--- src/rtl/int_ctrl_n.sv ---
// int_ctrl_n: vectored, nesting, fixed-priority interrupt controller for the
// single-cycle pP core. Channel 0 has the highest priority. Each take pushes
// the return PC, the condition codes and the preempted level onto a small
// context stack, and RETI pops them again.
// Optional feature macro: INT_EDGE_DET_EN. When it is defined, requests are
// rising-edge latched into per-channel pend bits. When it is undefined,
// requests are level-sensitive.
module int_ctrl_n #(
   parameter int NCH = 4,
   parameter int AW = 12,
   parameter int DEPTH = 4,
   parameter logic [AW-1:0] VEC_BASE = AW'(12'h004),
   parameter int VEC_STRIDE = 4,
   localparam int LW = $clog2(NCH + 1),
   localparam int DW = $clog2(DEPTH + 1)
) (
   input  logic          ck,
   input  logic          res,
   input  logic [NCH-1:0] irq,
   input  logic          stall,
   input  logic          ie_set,
   input  logic          ie_clr,
   input  logic          mask_wr,
   input  logic [NCH-1:0] mask_d,
   input  logic          ret_i,
   input  logic [AW-1:0] one_addr,
   input  logic          cc_z,
   input  logic          cc_c,
   output logic          take,
   output logic [AW-1:0] vec_addr,
   output logic [AW-1:0] ret_pc,
   output logic          ret_z,
   output logic          ret_c,
   output logic          int_en,
   output logic [NCH-1:0] int_ack,
   output logic [LW-1:0] level,
   output logic [DW-1:0] depth,
   output logic          err
);

   localparam int PW = (DEPTH > 1) ? $clog2(DEPTH) : 1;

   logic [NCH-1:0] mask;
   logic [NCH-1:0] src;
   logic [NCH-1:0] cand;
   logic [LW-1:0]  win;
   logic [NCH-1:0] win_onehot;
   logic           pop;
   logic [PW-1:0]  top_idx;
   logic [PW-1:0]  push_idx;

   logic [AW-1:0]  stk_pc  [DEPTH];
   logic           stk_z   [DEPTH];
   logic           stk_c   [DEPTH];
   logic [LW-1:0]  stk_lvl [DEPTH];

`ifdef INT_EDGE_DET_EN
   logic [NCH-1:0] pend;
   logic [NCH-1:0] irq_q;

   // A rising edge of irq latches a pend bit. Latching ignores the mask. A
   // take clears the bit of the winning channel, but a new edge in the same
   // cycle sets it again.
   always_ff @(posedge ck) begin
      if (!res) begin
         pend  <= '0;
         irq_q <= '0;
      end else begin
         irq_q <= irq;
         pend  <= (pend & ~(take ? win_onehot : '0)) | (irq & ~irq_q);
      end
   end

   // Arbitration source: latched edges.
   always_comb src = pend;
`else
   // Arbitration source: raw request levels, held by the device until serviced.
   always_comb src = irq;
`endif

   // Pick the lowest-numbered enabled request. A result of NCH means none.
   always_comb begin
      cand = src & mask;
      win  = LW'(NCH);
      for (int i = NCH - 1; i >= 0; i--) begin
         if (cand[i]) win = LW'(i);
      end
   end

   // Decide whether to take and form the vector. RETI suppresses a take in
   // the same cycle, so the return always completes first.
   always_comb begin
      win_onehot = NCH'(1) << win;
      take       = int_en & (|cand) & (win < level) & (depth < DW'(DEPTH))
                   & ~stall & ~ret_i;
      vec_addr   = VEC_BASE + AW'(VEC_STRIDE) * AW'(win);
      pop        = ret_i & (depth != '0);
      top_idx    = (depth == '0) ? '0 : PW'(depth - DW'(1));
      push_idx   = PW'(depth);
      ret_pc     = stk_pc[top_idx];
      ret_z      = stk_z[top_idx];
      ret_c      = stk_c[top_idx];
   end

   // Context stack storage. It has no reset because entries above depth are
   // never read.
   always_ff @(posedge ck) begin
      if (take) begin
         stk_pc[push_idx]  <= one_addr;
         stk_z[push_idx]   <= cc_z;
         stk_c[push_idx]   <= cc_c;
         stk_lvl[push_idx] <= level;
      end
   end

   // Control state: enable, mask, active level, nesting depth, ack and error.
   always_ff @(posedge ck) begin
      if (!res) begin
         int_en  <= 1'b0;
         mask    <= '0;
         int_ack <= '0;
         level   <= LW'(NCH);
         depth   <= '0;
         err     <= 1'b0;
      end else begin
         int_ack <= take ? win_onehot : '0;
         if (mask_wr) mask <= mask_d;
         if (take) begin
            depth  <= depth + DW'(1);
            level  <= win;
            int_en <= 1'b0;
         end else if (pop) begin
            depth  <= depth - DW'(1);
            level  <= stk_lvl[top_idx];
            int_en <= 1'b1;
         end else if (ie_clr) begin
            int_en <= 1'b0;
         end else if (ie_set) begin
            int_en <= 1'b1;
         end
         if (ret_i && depth == '0) err <= 1'b1;
      end
   end

endmodule

--- config.mk ---
export PLATFORM = sky130hd
export DESIGN_NAME = int_ctrl_n
export DESIGN_NICKNAME = d
export VERILOG_FILES = /design/src/rtl/int_ctrl_n.sv
export SDC_FILE = /design/constraint.sdc
export NUM_CORES = 1
export LEC_CHECK = 0
export CORE_UTILIZATION = 51
export DETAILED_ROUTE_END_ITERATION = 10
export GPL_ROUTABILITY_DRIVEN = 1
export PLACE_DENSITY = 0.79
export SYNTH_ARGS = -nofsm -noshare
export SYNTH_HDL_FRONTEND = slang
export SYNTH_SLANG_ARGS = --single-unit
--- constraint.sdc ---
create_clock -name ck -period 4.78 [get_ports ck]
set_input_delay 1.434 -clock ck [delete_from_list [all_inputs] [get_ports ck]]
set_output_delay 1.434 -clock ck [all_outputs]
set_load 0.02 [all_outputs]
Word level (Yosys, flattened, before mapping)
Memories as Yosys holds them, arrays and structs flattened. Index checks and enable logic that the tools add are counted.

Bits in registers: 16. Logic and storage cells: 48. RAM bits: 68. Memories: 4. Input bits: 29.

Memories: stk_pc (words 4, width 12, read ports 1, clocked after memory_dff 0, wr ports 1, line 52) `logic [AW-1:0] stk_pc [DEPTH];`; stk_lvl (words 4, width 3, read ports 1, clocked after memory_dff 0, wr ports 1, line 55) `logic [LW-1:0] stk_lvl [DEPTH];`; stk_c (words 4, width 1, read ports 1, clocked after memory_dff 0, wr ports 1, line 54) `logic stk_c [DEPTH];`; stk_z (words 4, width 1, read ports 1, clocked after memory_dff 0, wr ports 1, line 53) `logic stk_z [DEPTH];`.

Reductions and logical operators: 8. $lt $le $gt $ge: 2. Mux-type cells: 14. Shift-type cells: 1. $add $sub $neg: 3. Bitwise operators: 10.

Operators by type and width (number): 2-to-1 mux 3 bit (8); adder 3 x 5 -> 6 bit (first input constant) (1); AND 1 bit (6); nonzero test 3 bit (2); 2-to-1 mux 1 bit (5); AND 4 bit (1); OR reduction 4 bit (1); left shift 1 x 3 -> 4 bit (first input constant) (1); adder 3 x 1 -> 3 bit (second input constant) (1); zero test 3 bit (1); < comparator 3 bit (1); < comparator 3 bit (second input constant) (1); NOT 1 bit (3); subtractor 3 x 1 -> 3 bit (second input constant) (1); 2-to-1 mux 2 bit (1); AND reduction 2 bit (1); nonzero test 2 bit (1); OR reduction 2 bit (1); logical AND 1 bit (1).

Depth between registers and ports, before layout
Depth in word-level cells: 12. Depth in mapped cells: 11. Mapped depth without buffers: 8.

Least setup slack after synthesis
No wires, ideal clock.

Path type: input to output. Start point: input port irq[0]. End point: output port take. Data arrival time: 2.783 ns. Cell stages on the path: 7. Data required time: 3.346 ns. Path slack: 0.563 ns. Cell sequence: a22o_1 > and2b_2 > ha_1 > nand2b_1 > nor4_1 > o31a_4 > buf_6.

Word-level cells in the longest chain between the ends: 7. Elaborated cells on any way between the ends: 9.

RTL lines: from (decl) (line 19) `input logic [NCH-1:0] irq,`; AND 4 bit * (line 83) `cand = src & mask;`; 2-to-1 mux 3 bit / OR reduction 4 bit (equally long branches) (line 86, 94); < comparator 3 bit / AND 1 bit (equally long branches) (line 94) `take = int_en & (|cand) & (win < level) & (depth < DW'(DEPTH))`; AND 1 bit * (2 in a row) (line 94); AND 1 bit * (2 in a row) (line 95) `& ~stall & ~ret_i;`; to (decl) (line 29) `output logic take,`.

Mark *: on every way between the ends. The rest lies on a longest branch, timed or not.

Worst setup path in the final report
Ends and elaborated chain as after synthesis.

==> reports/qor.csv <==
metric,value,unit
clk_path_buf_depth,2,
path_max_fanout,3,
worstSetupPathType,in2out,
grt_setup_unrepaired,no,
p_leak,1.509,nW
netlist_top_cells_area,"edfxtp_1 (59%), dfxtp_1 (9.2%), mux2i_1 (5.7%), a211oi_1 (3.2%), nor2b_1 (2.9%)",
status,"finished, final reports clean",
power.density,520.4,nW/um2
ys_types,41,
vias,2180,
peakVddDrop,372.2,uV
vias_per_cell,5.477,
clock-root-buffer,clkbuf_8,
fin_crit_sh,0.9746,
dieArea,7170,um2
grt_pass1_vias,2191,
hold_ws,478.0,ps
port-buffer-count,58,
final_nets,351,
antenna_found_initial,0,
dp_hpwl,4.315,mm
cts_setup_buffers,0,
coreArea,6459,um2
critPathArrivalTime,3220,ps
worstMarginPinSlew,885.7,ps
synth_common_cells,"edfxtp_1 (68), mux2i_1 (20), a21oi_1 (18)",
yosys_most_used_dff,edfxtp_1,
drt-total-wl,6.691,mm
synth_most_common_cell,edfxtp_1,
required,3350,ps
ant_nets,0,
clk_pin_slew,80,ps
pre_cts_slack,-326.8,ps
hp-class,reg2reg,
antennaDiodeCount,0,
place.gp.congestion,0.8867,
ys_seq_area_frac,0.6777,
drive_gt1_frac,0.1433,
start_util,0.5397,
worstSkewPairLatency,350,ps
grt-ovfl-total,0,
placementRows,29,
final_cells,398,
reg2reg_slack,2290,ps
die_w,84.68,um
htree_levels,3,
path_cells,clkdlybuf4s50_1 > a22o_1 > and2b_2 > ha_1 > nand2b_1 > nor4_2 > buf_4 > o31a_4 > buf_2,
grt_pass1_wl,10.67,mm
synthesis.area,3486,um2
yosysWarnings,0,
startpoint_type,input port,
utilization,0.6757,
critPathSlowestCell,clkdlybuf4s50_1,
area_delta_synth_final,25.20,%
dieHeight,84.68,um
dr.pass1.iters,6,
critPathCaptureType,output pin,
maxSlewHeadroom,0.4083,
ys_ff_latch,84,
cts_tree,built,
async_flop_share,0,
netlist.area_leader.share,0.5858,
maxCapViolations,0,
finalWorstSetupSlack,121.3,ps
wl_per_cell,16.81,um
cts_sinks,84,
avgSynthCellArea,14.23,um2
track_usage,0.1997,
totalPowerFinal,0.002271,W
synth_edf_count,68,
hold_viol_final,0,
route.detailed.drc,0,
finalClockSkew,8.079,ps
io_pins,68,
setup_viol,0,
cpPeakStageDelay,500,ps
fmax,0.2147,GHz
dp_cells,382,
slew_violations,0,
cts_buffers,9,
grt_start_max_net_pins,28,
layout_min_cycle_time,4659,ps
syn_inst,245,
synth_area_leader_cell,edfxtp_1,
drt_iter0_markers,161,
final timing paths:
kind	start	end	depth (start not counted)
worst max-delay path	irq[0]	take	9
worst min-delay path	err	err	2
worst min register to register	err	err	2
worst max register to register	mask[0]	stk_pc[2][9]	10
kinds of logic after synthesis:
family,Yosys count,synth area share
muxes,23,0.07035
buffers and inverters,25,0.04020
DFF,84,0.6777
other,1,0.001076
adders and majority gates,6,0.02154
and+or+nand+nor,55,0.08507
AOI/OAI and AO/OA,51,0.1041
per-layer routing:
| layer | track usage | wire length, um | part of all wire |
|---|---|---|---|
| met3 | 0.03540 | 266 | 0.040 |
| met4 | 0.08475 | 91 | 0.014 |
| met5 | 0 | 0 | 0 |
| met1 | 0.2580 | 2861 | 0.43 |
| met2 | 0.3348 | 3471 | 0.52 |
repair_timing:
action,in CTS,in global routing
hold buffers,0,0
gates resized for setup,4,1
endpoints found under the setup margin,1,1
hold endpoints to repair,0,0
critical path: cells and delay by family:
| kind | cells | cell delay, ps |
|---|---|---|
| buf+inv | 3 | 810 |
| simple gates | 3 | 500 |
| compound gates | 2 | 290 |
| fa+ha+maj | 1 | 180 |
final cells by class:
class                      instances  area (um2)
clock inverter                     7       57.56
sequential                        84        2362
fill                             439        2095
tap                               77       96.34
clock buffer                       9       123.9
inverter                           5       18.77
timing repair buffer              72       680.7
multi-input combinational        144        1025
report_power, final:
group / switching (W) / total, W / internal, W
logic: 0.000539 / 0.000965 / 0.000426
registers: 0.0000287 / 0.000849 / 0.000820
clock network: 0.000260 / 0.000457 / 0.000197
total: 0.000828 / 0.00227 / 0.00144
cell usage in the layout (no fill, tap or decap), types with 4 or more instances in the layout:
master           instances
nor2_1                  12
nor3_1                   5
dfxtp_1                 16
and2_1                   4
nor2b_1                 16
edfxtp_1                68
a21oi_1                 18
buf_4                   14
clkbuf_8                 9
clkdlybuf4s50_1         57
ha_1                     6
conb_1                   9
a211oi_1                15
mux2i_1                 20
nand2_1                  7
inv_1                    4
stage by stage:
stage               TNS (ps)  instance area (um2)
floorplan                  0                 3516
global placement      -286.8                 4182
detailed placement    -326.8                 4182
CTS                        0                 4358
global route               0                 4364
finish                     0                 4364
state kept, by name, indices dropped and copies added, names as in the netlist, 3 cells and up:
name / flops
int_ack: 4
depth: 3
stk_lvl: 12
level: 3
stk_pc: 48
stk_c: 4
stk_z: 4
mask: 4
Power figures use the tool's default switching activity.
